--- src/rtl/pipe_hazard_scoreboard.sv ---
// Pending-write scoreboard for the stages after ID: forwarding selects, load-use stall, bubble/flush update.
// Optional 16-bit saturating stall counter is compiled in when HAZ_STALL_CNT_EN is defined.
module pipe_hazard_scoreboard #(
   parameter  int RID_W       = 3,
   parameter  int STAGES      = 3,
   parameter  int LOAD_READY  = 2,
   parameter  int FLUSH_DEPTH = 1,
   localparam int SEL_W       = $clog2(STAGES + 1)
) (
   input  logic               CLK,
   input  logic               RST,
   input  logic               hold,
   input  logic               flush,
   input  logic               id_valid,
   input  logic               id_wr,
   input  logic               id_load,
   input  logic [RID_W-1:0]   id_rd,
   input  logic               id_src_a_en,
   input  logic [RID_W-1:0]   id_src_a,
   input  logic               id_src_b_en,
   input  logic [RID_W-1:0]   id_src_b,
   output logic               stall,
   output logic [SEL_W-1:0]   fwd_a,
   output logic [SEL_W-1:0]   fwd_b,
   output logic [STAGES-1:0]  pending,
   output logic [15:0]        stall_count
);

   // Bit k-1 of each vector describes stage k (stage 1 = EX).
   logic [STAGES-1:0]            v_q, v_d;
   logic [STAGES-1:0]            ld_q, ld_d;
   logic [STAGES-1:0][RID_W-1:0] rd_q, rd_d;

   logic [SEL_W-1:0] sel_a, sel_b;
   logic             late;

   // Scanning from oldest to youngest lets the youngest producer overwrite older matches.
   always_comb begin
      sel_a = '0;
      sel_b = '0;
      late  = 1'b0;
      for (int k = STAGES; k >= 1; k--) begin
         if (id_src_a_en && v_q[k-1] && rd_q[k-1] == id_src_a) sel_a = SEL_W'(k);
         if (id_src_b_en && v_q[k-1] && rd_q[k-1] == id_src_b) sel_b = SEL_W'(k);
      end
      for (int k = 1; k <= STAGES; k++) begin
         if ((sel_a == SEL_W'(k) || sel_b == SEL_W'(k)) && ld_q[k-1] && k < LOAD_READY)
            late = 1'b1;
      end
   end

   assign stall   = late & ~flush;
   assign fwd_a   = sel_a;
   assign fwd_b   = sel_b;
   assign pending = v_q;

   // Stall and flush both leave entry 1 empty because the issue valid is gated by them.
   always_comb begin
      v_d  = v_q;
      ld_d = ld_q;
      rd_d = rd_q;
      if (!hold) begin
         v_d  = {v_q[STAGES-2:0], id_valid & id_wr & ~stall & ~flush};
         ld_d = {ld_q[STAGES-2:0], id_load};
         rd_d = {rd_q[STAGES-2:0], id_rd};
         if (flush) begin
            for (int k = 0; k < FLUSH_DEPTH; k++) v_d[k] = 1'b0;
         end
      end
   end

   always_ff @(posedge CLK or negedge RST) begin
      if (!RST) begin
         v_q  <= '0;
         ld_q <= '0;
         rd_q <= '0;
      end else begin
         v_q  <= v_d;
         ld_q <= ld_d;
         rd_q <= rd_d;
      end
   end

`ifdef HAZ_STALL_CNT_EN
   logic [15:0] cnt_q, cnt_d;

   always_comb begin
      cnt_d = cnt_q;
      if (stall && !hold && cnt_q != 16'hFFFF) cnt_d = cnt_q + 16'd1;
   end

   always_ff @(posedge CLK or negedge RST) begin
      if (!RST) cnt_q <= '0;
      else      cnt_q <= cnt_d;
   end

   assign stall_count = cnt_q;
`else
   assign stall_count = 16'h0000;
`endif

endmodule

--- config.mk ---
export PLATFORM = sky130hd
export DESIGN_NAME = pipe_hazard_scoreboard
export DESIGN_NICKNAME = d
export VERILOG_FILES = /design/src/rtl/pipe_hazard_scoreboard.sv
export SDC_FILE = /design/constraint.sdc
export NUM_CORES = 1
export LEC_CHECK = 0
export ABC_AREA = 1
export ABC_CLOCK_PERIOD_IN_PS = 1750
export CORE_MARGIN = 2
export CORE_UTILIZATION = 42
export CTS_BUF_LIST = sky130_fd_sc_hd__clkbuf_16
export CTS_CLUSTER_SIZE = 40
export DETAILED_ROUTE_END_ITERATION = 8
export MAX_ROUTING_LAYER = met4
export PLACE_DENSITY = 0.79
export SLEW_MARGIN = 5
export SYNTH_ARGS = -nofsm -noshare
export SYNTH_HDL_FRONTEND = slang
export SYNTH_SLANG_ARGS = --single-unit
--- constraint.sdc ---
create_clock -name CLK -period 1.75 [get_ports CLK]
set_clock_uncertainty 0.2 [all_clocks]
set_input_delay 0.35 -clock CLK [delete_from_list [all_inputs] [get_ports CLK]]
set_output_delay 0.35 -clock CLK [all_outputs]
set_load 0.02 [all_outputs]
Yosys cells after proc, flatten, opt, wreduce, memory -nomap -nowiden

Cells that the tools add are included.
W data, S select, Z words.

Output and inout port bits: 24
Register bits after elaboration: 13
Word-level logic and storage cells: 41
Bits of input ports: 18

Equality and inequality tests: 8
Bitwise logic cells: 6
Reduce and logical (&&, ||, !) cells: 14
Muxes and demuxes: 8

Operators with widths:

| cell                 | number |
|---|---|
| $eq A3 B3 Y1         | 6 |
| $logic_and A1 B1 Y1  | 13 |
| $mux W2              | 6 |
| $and A1 B1 Y1        | 4 |
| $eq A2 B1 Y1 const B | 2 |
| $mux W1              | 2 |
| $not A1 Y1           | 2 |
| $logic_or A1 B1 Y1   | 1 |

Longest topological paths before layout

Depth after elaboration: 14
Mapped depth: 9
Gate-level depth less buffers: 9

Worst setup path before layout

OpenSTA, ideal clock, no wires.

Kind: flip-flop to output port
Start: reg v_q[2], in the netlist pending[2]
End: out fwd_b[1]
Data arrival time: 1.172 ns
Required time: 1.200 ns
Slack: 0.028 ns
Buffers on the path: 0
Stages on the path, launching flop included: 5
Path through: dfrtp_1 > nand2_1 > nor3_2 > nand2_1 > a21boi_1

Longest elaborated chain between the ends: 5

Ends and longest elaborated chain:

| element                          | line | source |
|---|---|---|
| from (decl)                      | 30   | `logic [STAGES-1:0] v_q, v_d;` |
| from (signal assigned)           | 78   | `v_q <= v_d;` |
| $logic_and A1 B1 Y1 (2 in a row) | 44   | `if (id_src_b_en && v_q[k-1] && rd_q[k-1] == id_src_b) sel_b = SEL_W'(k);` |
| $mux W2 (3 in a row)             | 44   |  |
| to (decl)                        | 24   | `output logic [SEL_W-1:0] fwd_b,` |

No other way between the ends.

Worst setup path in the final report

Start: reg v_q[0], in the netlist pending[0]
End: out stall

Longest elaborated chain between the ends: 8
Elaborated cells on any way between the ends: 12
Classes of those cells: eq/ne (2); mux (3); bitwise (1); reduce/logical (6)

Ends and longest elaborated chain:

| element                                                    | line   | source |
|---|---|---|
| $logic_and A1 B1 Y1, on equally long branches (2 in a row) | 43, 44 |  |
| $mux W2, on equally long branches                          | 43, 44 |  |
| $eq A2 B1 Y1                                               | 47     | `if ((sel_a == SEL_W'(k) \|\| sel_b == SEL_W'(k)) && ld_q[k-1] && k < LOAD_READY)` |
| $logic_or A1 B1 Y1 (*)                                     | 47     |  |
| $logic_and A1 B1 Y1 (*)                                    | 47     |  |
| $mux W1 (*)                                                | 47     |  |
| $and A1 B1 Y1 (*)                                          | 52     | `assign stall = late & ~flush;` |
| to (decl)                                                  | 22     | `output logic stall,` |

Every way passes the cells marked *; elsewhere a longest branch is shown, timed or not.

==> tab_implementation.tex <==
\begin{tabular}{lr}
\hline
Metric & Value \\
\hline
\multicolumn{2}{l}{\textbf{Status}} \\
\quad Result of the run & finished, violations left \\
\quad Failing checks & negative setup slack \\
\multicolumn{2}{l}{\textbf{Yosys}} \\
\quad Dominant synthesized flop cell & dfrtp\_1 \\
\quad Fraction of registers with async set or reset after synthesis & 1.00 \\
\quad Number of synthesized register bits & 13 \\
\quad Count of flip-flops with a built-in enable after synthesis & 0 \\
\quad Number of distinct library cell variants in the gate-level netlist after synthesis & 16 \\
\quad Mean area per synthesized cell & 6.22 sq um \\
\quad Sequential fraction of the synthesis area & 0.333 \\
\quad Synthesized instance count & 157 \\
\quad Combined area of all synthesized cells & about 1000 sq um \\
\quad Yosys warning total & 0 \\
\multicolumn{2}{l}{\textbf{Power}} \\
\quad Power density over the cells & 761 mW/mm\^{}2 \\
\quad Total leakage power & 0.817 nW \\
\quad Net switching share of the total power & 0.300 \\
\quad Sequential fraction of design power & 0.333 \\
\quad Part of the power in combinational logic & 0.287 \\
\quad Worst vdd rail ir drop & 0.635 mV \\
\quad Net switching power figure & $\sim$0.33 mW \\
\quad Internal portion of total power & 0.773 mW \\
\quad Clk network pwr share & 0.380 \\
\multicolumn{2}{l}{\textbf{Routing}} \\
\quad Number of iterations in the first detailed-routing pass & 4 \\
\quad Detailed-route wire length & between 2000 and 2500 um \\
\quad Routed length per placed instance & 10.8 um \\
\quad Number of design rule violations left after detail routing & 0 \\
\quad DRT antenna net count & 0 \\
\quad DRC violation total after the first TritonRoute iteration & 37 \\
\quad Vias after detailed routing & 1064 \\
\quad Post-DR vias/cell & roughly 4.6 \\
\multicolumn{2}{l}{\textbf{Clock network}} \\
\quad CTS max path bufs & 2 \\
\quad Clk sink count & 13 \\
\quad Number of hold-repair buffers added at the cts stage & 0 \\
\quad CTS Buf Count & 3 \\
\quad Clock latency on the worst-skew pair & 240 ps \\
\quad CTS H-tree lvls & 1 \\
\quad Clock transition at path regs & approximately 40 ps \\
\quad CTS root buf & clkbuf\_16 \\
\quad TritonCTS clock tree & built \\
\multicolumn{2}{l}{\textbf{Floorplanning}} \\
\quad Horizontal extent of the die & 52.2 um \\
\quad Area of the die & 0.00273 sq mm \\
\quad DIE HEIGHT & roughly 52 um \\
\quad Number of placed I/O pins & 42 \\
\quad Initial cell density of the core & 0.441 \\
\quad Floorplan row count & 17 \\
\quad Placeable core region & 0.00221 sq mm \\
\multicolumn{2}{l}{\textbf{Layout}} \\
\quad Diode insertion count for antenna repair & 0 \\
\quad Fraction of layout instances using a drive strength above 1 & 0.277 \\
\quad Design area & 0.00145 sq mm \\
\quad Multi-input gate area in the final layout & 542 sq um \\
\quad Area growth from synthesis to layout & 48.7\% \\
\quad Area taken by flip-flops and latches & 327 sq um \\
\quad \# fillers & 209 \\
\quad Number of nets at the end of the flow & 221 \\
\multicolumn{2}{l}{\textbf{Setup path}} \\
\quad Startpoint-to-endpoint class of the critical path & flop to primary output \\
\quad Worst reg2reg setup slack & 210 ps \\
\quad Critical Path AT & approximately 1400 ps \\
\quad Crit. Startpoint & pending[0] \\
\quad Required time at the worst-slack endpoint & 1200 ps \\
\quad Element type at the critical path start & flop \\
\quad Worst reg2reg path startpoint & pending[0] \\
\quad Highest net fanout along the worst path & 3 \\
\quad Crit end category & primary output \\
\multicolumn{2}{l}{\textbf{Placement}} \\
\quad Final weighted congestion of routability-driven global placement & 0.950 \\
\quad Detail Placement HPWL & between 1500 and 2000 um \\
\quad Placement-stage worst setup slack & -890 ps \\
\quad Number of input and output port buffers inserted & 25 \\
\quad Cell Area, Placed & about 0.0013 sq mm \\
\multicolumn{2}{l}{\textbf{Global routing}} \\
\quad Antenna violations before repair & 0 \\
\quad Via count of the first global-routing pass & 986 \\
\quad Total global routing overflow & 0 \\
\quad Global-route usage over all layers & 0.206 \\
\quad Pin count of the biggest net entering global routing & 14 \\
\quad Global-route wire length before repair & 4040 um \\
\multicolumn{2}{l}{\textbf{Timing}} \\
\quad Fin. max-slew vios & 0 \\
\quad Period utilization & 1.11 \\
\quad Number of failing setup endpoints in the final timing report & 5 \\
\quad Top achievable clock speed & 516 MHz \\
\quad Final Critical Period & a little under 2000 ps \\
\quad Final sum of negative setup slack & -791 ps \\
\quad Post-Route Hold Slack & 210 ps \\
\quad Final worst setup slack & -188 ps \\
\quad Unrepaired setup endpoints after global routing & true \\
\quad Final Hold Fails & 0 \\
\multicolumn{2}{l}{\textbf{Worst hold path}} \\
\quad Class of the worst hold path & input pin to async pin \\
\multicolumn{2}{l}{\textbf{Flow run}} \\
\quad Count of max-cap constraint violations & 0 \\
\hline
\end{tabular}
-- power by group through the flow --
stage	combinational (mW)	clock, mW	sequential, mW
CTS	0.295	0.427	0.364
detailed placement	0.292	0	0.367
global route	0.354	0.436	0.373
finish	0.316	0.420	0.368
floorplan	0.170	0	0.368
global placement	0.284	0	0.366
-- sequential cells by signal (all words and copies together) (netlist names) --
signal / count
pending: 3
rd_q: 9
ld_q: 1
-- timing repair --
item	in CTS	in global routing
pin swaps	11	6
endpoints found under the setup margin	9	5
setup buffers	2	2
resized for setup	50	20
-- layout make-up --
cell class                 instances  area share
clock buffer                       3      0.0517
clock inverter                     1     0.00259
inverter                          22      0.0569
multi-input combinational        118       0.373
sequential                        13       0.225
tap                               28      0.0241
timing repair buffer              45       0.266
-- cell families (layout without fill, tap and decap cells) --
group | Yosys count | count (layout) | share of synthesized area
compound gates | 22 | 22 | 0.117
simple gates | 80 | 80 | 0.323
flops | 13 | 13 | 0.333
buf+inv | 41 | 71 | 0.223
other cells | 1 | 16 | 0.00384
-- critical path, cell delays in order, from the launching register on --
cell,delay [ps]
dfrtp_1,400
nand2_1,70
inv_1,60
nand2_1,50
nor2_1,120
nand2_1,100
nand2_1,90
nand2_1,70
inv_1,70
buf_6,110
-- synth_stat cells, types with 3 or more instances --
cell	n	area share
nand2_1	56	0.22
inv_1	21	0.081
buf_4	16	0.12
a21oi_1	11	0.056
buf_2	3	0.015
nor2_1	17	0.065
dfrtp_1	13	0.33
nand3_1	4	0.021
o21ai_0	9	0.046
-- worst paths after layout --
path                         endpoint  cells past startpoint
setup / recovery                stall                      9
hold / removal             pending[0]                      2
setup reg to reg           pending[0]                     10
hold reg to reg               ld_q[0]                      2
max in group asynchronous     rd_q[4]                      2
min in group CLK              ld_q[0]                      2
-- cell usage in the layout, fill, tap and decap left out, drive strengths merged --
master         netlist  final
nor3                 2      2
nand2               56     56
clkbuf               0      3
buf                 19     25
o21ai                9      9
clkdlybuf4s50        0      9
nand3                4      4
dfrtp               13     13
clkdlybuf4s15        0      1
nor2                17     17
conb                 1     16
and3                 1      1
o22ai                1      1
a21oi               11     11
a21boi               1      1
inv                 22     23
dlygate4sd2          0     10
-- per-stage QoR --
step | util | instances | total power [mW]
finish | 0.656 | 230 | 1.10
global route | 0.656 | 230 | 1.16
CTS | 0.631 | 228 | 1.09
detailed placement | 0.589 | 222 | 0.659
global placement | 0.589 | 222 | 0.650
floorplan | - | 172 | 0.538
-- per-layer routing --
layer / GRT usage / share of wire / up-vias
met2: 0.359 / 0.50 / 40
met5: - / 0 / -
met4: 0.0812 / 0.022 / 0
met3: 0.0229 / 0.048 / 7
li1: - / - / 537
met1: 0.245 / 0.43 / 480
Power figures use the tool's default switching activity.
